[src/rtl/mdu_sequencer_pkg.sv]
// Shared encodings for the RV32 M-extension sequencer: funct3/funct7 codes,
// FSM states and the per-op operand signedness rules.
package mdu_sequencer_pkg;

    localparam logic [2:0] MDU_MUL    = 3'b000;
    localparam logic [2:0] MDU_MULH   = 3'b001;
    localparam logic [2:0] MDU_MULHSU = 3'b010;
    localparam logic [2:0] MDU_MULHU  = 3'b011;
    localparam logic [2:0] MDU_DIV    = 3'b100;
    localparam logic [2:0] MDU_DIVU   = 3'b101;
    localparam logic [2:0] MDU_REM    = 3'b110;
    localparam logic [2:0] MDU_REMU   = 3'b111;

    localparam logic [6:0] OPCODE_ARITH_R_MDU_F7 = 7'b0000001;

    typedef enum logic [1:0] {
        ST_IDLE = 2'b00,
        ST_CALC = 2'b01,
        ST_FIX  = 2'b10,
        ST_DONE = 2'b11
    } mdu_state_e;

    function automatic logic rs1_is_signed(input logic [2:0] f3);
        return (f3 == MDU_MUL) || (f3 == MDU_MULH) || (f3 == MDU_MULHSU) ||
               (f3 == MDU_DIV) || (f3 == MDU_REM);
    endfunction

    function automatic logic rs2_is_signed(input logic [2:0] f3);
        return (f3 == MDU_MUL) || (f3 == MDU_MULH) ||
               (f3 == MDU_DIV) || (f3 == MDU_REM);
    endfunction

endpackage

[src/rtl/mdu_divstep.sv]
// One restoring-division step: trial-subtract the divisor from the shifted
// partial remainder and keep the difference only when it does not go negative.
module mdu_divstep #(
    parameter int XLEN = 32
) (
    input  logic [XLEN:0]   rem_i,
    input  logic [XLEN-1:0] divisor_i,
    output logic [XLEN-1:0] rem_o,
    output logic            q_o
);

    logic [XLEN:0] diff;

    assign diff  = rem_i - {1'b0, divisor_i};
    assign q_o   = ~diff[XLEN];
    // The kept remainder is always below the divisor, so it fits in XLEN bits.
    assign rem_o = q_o ? diff[XLEN-1:0] : rem_i[XLEN-1:0];

endmodule

[src/rtl/mdu_sequencer.sv]
// Iterative RV32 M-extension unit: shift-add multiply and restoring divide,
// one bit per cycle, stalling the pipeline until a one-cycle done pulse.
module mdu_sequencer
    import mdu_sequencer_pkg::*;
#(
    parameter int XLEN = 32
) (
    input  logic            clk,
    input  logic            rst_n,
    input  logic            start,
    input  logic            flush,
    input  logic [2:0]      funct3,
    input  logic [XLEN-1:0] rs1,
    input  logic [XLEN-1:0] rs2,
    output logic            stall,
    output logic            busy,
    output logic            done,
    output logic [XLEN-1:0] result,
    output logic [1:0]      dbg_state
);

    localparam int CNT_W = $clog2(XLEN);
    localparam logic [CNT_W-1:0] CNT_LAST = CNT_W'(XLEN - 1);
    localparam logic [XLEN-1:0]  INT_MIN  = {1'b1, {(XLEN-1){1'b0}}};

    mdu_state_e        state_q, state_d;
    logic [CNT_W-1:0]  cnt_q, cnt_d;
    logic [2:0]        op_q, op_d;
    logic              sign_a_q, sign_a_d;
    logic              sign_b_q, sign_b_d;
    logic [XLEN-1:0]   mag_a_q, mag_a_d;
    logic [XLEN-1:0]   mag_b_q, mag_b_d;
    logic [2*XLEN-1:0] prod_q, prod_d;
    logic [XLEN-1:0]   rem_q, rem_d;
    logic [XLEN-1:0]   quo_q, quo_d;
    logic [XLEN-1:0]   result_q, result_d;

    logic              in_sign_a, in_sign_b;
    logic [XLEN-1:0]   in_mag_a, in_mag_b;
    logic              div_by_zero, div_overflow;
    logic [XLEN:0]     mul_sum;
    logic [XLEN-1:0]   step_rem;
    logic              step_q;
    logic [2*XLEN-1:0] prod_fix;
    logic [XLEN-1:0]   quo_fix, rem_fix;

    mdu_divstep #(.XLEN(XLEN)) u_divstep (
        .rem_i     ({rem_q, quo_q[XLEN-1]}),
        .divisor_i (mag_b_q),
        .rem_o     (step_rem),
        .q_o       (step_q)
    );

    always_comb begin
        in_sign_a    = rs1_is_signed(funct3) & rs1[XLEN-1];
        in_sign_b    = rs2_is_signed(funct3) & rs2[XLEN-1];
        in_mag_a     = in_sign_a ? -rs1 : rs1;
        in_mag_b     = in_sign_b ? -rs2 : rs2;
        div_by_zero  = funct3[2] && (rs2 == '0);
        // Only DIV (100) and REM (110) are signed divides; funct3[0] marks unsigned.
        div_overflow = funct3[2] && !funct3[0] && (rs1 == INT_MIN) && (rs2 == '1);

        mul_sum  = {1'b0, prod_q[2*XLEN-1:XLEN]} + (prod_q[0] ? {1'b0, mag_a_q} : '0);
        prod_fix = (sign_a_q ^ sign_b_q) ? -prod_q : prod_q;
        quo_fix  = (sign_a_q ^ sign_b_q) ? -quo_q : quo_q;
        rem_fix  = sign_a_q ? -rem_q : rem_q;

        state_d  = state_q;
        cnt_d    = cnt_q;
        op_d     = op_q;
        sign_a_d = sign_a_q;
        sign_b_d = sign_b_q;
        mag_a_d  = mag_a_q;
        mag_b_d  = mag_b_q;
        prod_d   = prod_q;
        rem_d    = rem_q;
        quo_d    = quo_q;
        result_d = result_q;

        unique case (state_q)
            ST_IDLE: begin
                if (start && !flush) begin
                    op_d     = funct3;
                    sign_a_d = in_sign_a;
                    sign_b_d = in_sign_b;
                    mag_a_d  = in_mag_a;
                    mag_b_d  = in_mag_b;
                    cnt_d    = '0;
                    prod_d   = {{XLEN{1'b0}}, in_mag_b};
                    rem_d    = '0;
                    quo_d    = in_mag_a;
                    if (div_by_zero) begin
                        result_d = funct3[1] ? rs1 : '1;
                        state_d  = ST_DONE;
                    end else if (div_overflow) begin
                        result_d = funct3[1] ? '0 : INT_MIN;
                        state_d  = ST_DONE;
                    end else begin
                        state_d  = ST_CALC;
                    end
                end
            end
            ST_CALC: begin
                cnt_d = cnt_q + 1'b1;
                if (op_q[2]) begin
                    rem_d = step_rem;
                    quo_d = {quo_q[XLEN-2:0], step_q};
                end else begin
                    prod_d = {mul_sum, prod_q[XLEN-1:1]};
                end
                if (cnt_q == CNT_LAST) begin
                    state_d = ST_FIX;
                end
            end
            ST_FIX: begin
                if (!op_q[2]) begin
                    result_d = (op_q == MDU_MUL) ? prod_fix[XLEN-1:0] : prod_fix[2*XLEN-1:XLEN];
                end else begin
                    result_d = op_q[1] ? rem_fix : quo_fix;
                end
                state_d = ST_DONE;
            end
            ST_DONE: begin
                state_d = ST_IDLE;
            end
            default: begin
                state_d = ST_IDLE;
            end
        endcase

        // A redirect kills whatever is in flight without touching the visible result.
        if (flush) begin
            state_d  = ST_IDLE;
            result_d = result_q;
        end
    end

    always_ff @(posedge clk) begin
        if (!rst_n) begin
            state_q  <= ST_IDLE;
            cnt_q    <= '0;
            op_q     <= '0;
            sign_a_q <= 1'b0;
            sign_b_q <= 1'b0;
            mag_a_q  <= '0;
            mag_b_q  <= '0;
            prod_q   <= '0;
            rem_q    <= '0;
            quo_q    <= '0;
            result_q <= '0;
        end else begin
            state_q  <= state_d;
            cnt_q    <= cnt_d;
            op_q     <= op_d;
            sign_a_q <= sign_a_d;
            sign_b_q <= sign_b_d;
            mag_a_q  <= mag_a_d;
            mag_b_q  <= mag_b_d;
            prod_q   <= prod_d;
            rem_q    <= rem_d;
            quo_q    <= quo_d;
            result_q <= result_d;
        end
    end

    assign stall     = ((state_q == ST_IDLE) && start && !flush) ||
                       (state_q == ST_CALC) || (state_q == ST_FIX);
    assign busy      = (state_q != ST_IDLE);
    assign done      = (state_q == ST_DONE);
    assign result    = result_q;
    assign dbg_state = state_q;

endmodule

[config.mk]
export PLATFORM = sky130hd
export DESIGN_NAME = mdu_sequencer
export DESIGN_NICKNAME = d
export VERILOG_FILES = /design/src/rtl/mdu_sequencer_pkg.sv /design/src/rtl/mdu_divstep.sv /design/src/rtl/mdu_sequencer.sv
export SDC_FILE = /design/constraint.sdc
export NUM_CORES = 1
export LEC_CHECK = 0
export ABC_AREA = 1
export ABC_CLOCK_PERIOD_IN_PS = 2600
export CAP_MARGIN = 30
export CELL_PAD_IN_SITES_DETAIL_PLACEMENT = 1
export CELL_PAD_IN_SITES_GLOBAL_PLACEMENT = 2
export CORE_MARGIN = 10
export CORE_UTILIZATION = 32
export CTS_CLUSTER_SIZE = 24
export DETAILED_ROUTE_END_ITERATION = 8
export PLACE_DENSITY = 0.78
export SLEW_MARGIN = 25
export SYNTH_ARGS = -nofsm -noshare
export SYNTH_HDL_FRONTEND = slang
export SYNTH_SLANG_ARGS = --single-unit
[constraint.sdc]
create_clock -name clk -period 2.6 [get_ports clk]
set_input_delay 0.52 -clock clk [delete_from_list [all_inputs] [get_ports clk]]
set_output_delay 0.52 -clock clk [all_outputs]
set_load 0.01 [all_outputs]
==> flow_summary.json <==
{
  "layout_common_cells": "nand2_1 (1,083), inv_1 (496), nor2_1 (484)",
  "reg2reg_depth": 16,
  "outcome": "finished, final reports clean",
  "yosysSeqAreaShare_pct": 21.7,
  "coreArea_um2": 67300,
  "leakagePower_nw": 14.2,
  "num_vias": 27200,
  "power_density_nw_per_um2": 471,
  "grt_antenna_before_repair": 3,
  "power.share.switching_pct": 38.5,
  "maxCapViolCount": 0,
  "clkTransAtPathRegs_ps": 70,
  "rsz0062_at_grt": "true",
  "worstPathArrival_ps": 2020,
  "drc": 0,
  "async_flop_share_pct": 0,
  "holdPathEnd": "prod_q[62]",
  "cts.sink_count": 236,
  "combPwrFrac_pct": 33.6,
  "viasPerCell": 5.24,
  "hold_slack_ps": 441,
  "crit_path_start_kind": "register",
  "drt-initial-drc-count": 2377,
  "hold_viol": 0,
  "critPathTopFamily": "buffers and inverters",
  "die_x_um": 281,
  "cp.required_ps": 2080,
  "worstPathMaxFanout": 6,
  "seq_power_share_pct": 30.2,
  "r2r-end": "rem_q[10]",
  "grt_pass1_vias": 27100,
  "die-area_um2": 78800,
  "syn_area_um2": 21700,
  "root_buffer": "clkbuf_16",
  "r2r_slack_ps": 90,
  "seqCellArea_um2": 4730,
  "min_path_cells": 3,
  "p_int_mw": 8.14,
  "final_net_count": 4453,
  "postRouteAntennaNets": 0,
  "routabilityCongestion": 0.935,
  "io_pins": 108,
  "ys.flop_type": "dfxtp_1",
  "fin_skew_ps": 34.9,
  "hp-class": "in2reg",
  "finalSetupViolations": 0,
  "multi_input_area_um2": 14600,
  "grt_max_degree": 82,
  "overflow": 0,
  "p_clk_share_pct": 36.2,
  "syn_nets": 4036,
  "min_period_over_period_pct": 97.8,
  "cp_num_buf_inv": 4,
  "drive_gt1_share_pct": 14.2,
  "postSynthAreaPerCell_um2": 5.59,
  "nFillCells": 9225,
  "layout_commonest_cell": "nand2_1",
  "p_sw_mw": 5.09,
  "die_h_um": 281,
  "cts.path.max_buffers": 3,
  "min_period_ps": 2540,
  "max_freq_mhz": 393,
  "cts_tree": "yes",
  "htreeDepth": 2,
  "critPathKind": "reg2out",
  "dp_cells": 5135,
  "grt.total_usage_pct": 27.5,
  "reg2reg_from": "quo_q[31]",
  "worstHoldStart": "rst_n",
  "critPathCaptureType": "output pin",
  "grt_first_pass_wirelength_um": 167000,
  "diodes": 0,
  "slew_headroom_pct": 40.1,
  "numCtsBuffers": 34,
  "finalWirelength_um": 111000,
  "vdd_drop_max_uv": 771,
  "synth_edf_count": 0,
  "slowest_stage": "dfxtp_1",
  "fin_cells": 5203,
  "rows": 95,
  "initial_core_util_pct": 32.3,
  "yosysWarnings": 0,
  "synth_seq_cells": 236,
  "report.final.slew_viol_count": 0,
  "numPortBuffers": 107,
  "dr.pass1.iters": 6,
  "clk_latency_ps": 570,
  "tightest_slew_ps": 899,
  "cp_cell_sequence": "inv_1 > ha_1 > inv_2 > nor3_4 > inv_4 > nand3_1 > buf_4",
  "max_stage_delay_ps": 300,
  "syn_inst": 3887,
  "dp_hpwl_um": 90800,
  "ys_types": 52,
  "wire_per_inst_um": 21.3,
  "syn_to_final_growth_pct": 29.2
}
==> per-layer routing <==
layer,vias up,track usage [%],part of all wire [%]
met4,0,4.76,1.6
met5,-,0,0
li1,13400,-,-
met3,89,3.03,5.6
met1,13100,39.9,49
met2,661,43.3,44
==> worst max-delay path by stage <==
stage,startpoint,endpoint,slack (ps),depth (start not counted)
floorplan,quo_q[31],rem_q[17],300,17
detailed placement,rs1[0],quo_q[10],-270,13
global placement,rs2[0],result[31],-210,12
finish,dbg_state[0],stall,60,7
global route,prod_q[0],prod_q[61],-40,13
CTS,quo_q[31],rem_q[7],20,17
==> sequential cells by signal, summed over array words and instances, names as in the netlist <==
signal and cells:
sign_a_q 1, prod_q 64, dbg_state 2, mag_b_q 32, result 32, rem_q 32
quo_q 32, op_q 3, mag_a_q 32, cnt_q 5, sign_b_q 1
==> cell usage after synthesis, types with 27 or more instances <==
| cell type | n | area [um2] |
|---|---|---|
| nand2_1 | 1095 | 4110 |
| inv_1 | 498 | 1870 |
| nor2_1 | 494 | 1850 |
| a21oi_1 | 383 | 1920 |
| nand3_1 | 350 | 1750 |
| dfxtp_1 | 236 | 4720 |
| o21ai_0 | 201 | 1010 |
| clkbuf_1 | 81 | 304 |
| ha_1 | 76 | 951 |
| nand4_1 | 56 | 350 |
| xor2_1 | 56 | 490 |
| o21ai_1 | 41 | 205 |
| buf_2 | 38 | 190 |
| nor3_1 | 35 | 175 |
| o211ai_1 | 27 | 203 |
==> final cells by class <==
| type | instances | area share [%] |
|---|---|---|
| Inverter | 518 | 6.96 |
| Sequential cell | 236 | 16.8 |
| Multi-Input combinational cell | 2984 | 52.1 |
| Clock buffer | 51 | 3.43 |
| Clock inverter | 11 | 0.472 |
| Timing Repair Buffer | 530 | 16.3 |
| Tap cell | 873 | 3.89 |
==> power groups by stage <==
stage / Combinational, mW / Clock, mW / Sequential (mW)
final: 4.44 / 4.78 / 4.00
after global routing: 4.85 / 5.03 / 4.02
after CTS: 4.31 / 4.89 / 3.99
after detailed placement: 4.28 / 0 / 4.07
after global placement: 4.24 / 0 / 4.07
after floorplan: 2.35 / 0 / 3.99
==> cell families (layout without fill, tap and decap cells) <==
group | after synthesis | after routing | share of synthesized area (%)
buffers and inverters | 667 | 1110 | 12.1
adders and majority gates | 78 | 78 | 4.56
AOI/OAI and AO/OA | 736 | 736 | 18.4
xor gates and xnor gates | 71 | 71 | 2.86
DFF | 236 | 236 | 21.7
and+or+nand+nor | 2099 | 2099 | 40.3
==> stage by stage <==
stage          setup WS, ps  TNS (ps)  util [%]  power (mW)  instance area [um2]
5_1_grt               -42.0      -166      41.8        13.9                28100
3_5_place_dp           -266    -13640      39.6        8.35                26700
2_1_floorplan           304         0         -        6.34                21700
4_1_cts                16.2         0      41.4        13.2                27800
3_3_place_gp           -208     -7490      39.6        8.31                26700
6_report               57.7         0      41.8        13.2                28100
==> timing repair <==
item,CTS,global route
gates resized for setup,20,63
gates cloned,1,1
pin swaps,4,8
hold buffers,0,0
setup buffers,2,2
setup endpoints to repair,46,63
==> tightest hold or removal path: cells and delay by family <==
family	cells	cell delay, ps
AOI/OAI and AO/OA	1	140
buffers and inverters	2	300
(Power assumes the default switching activity.)
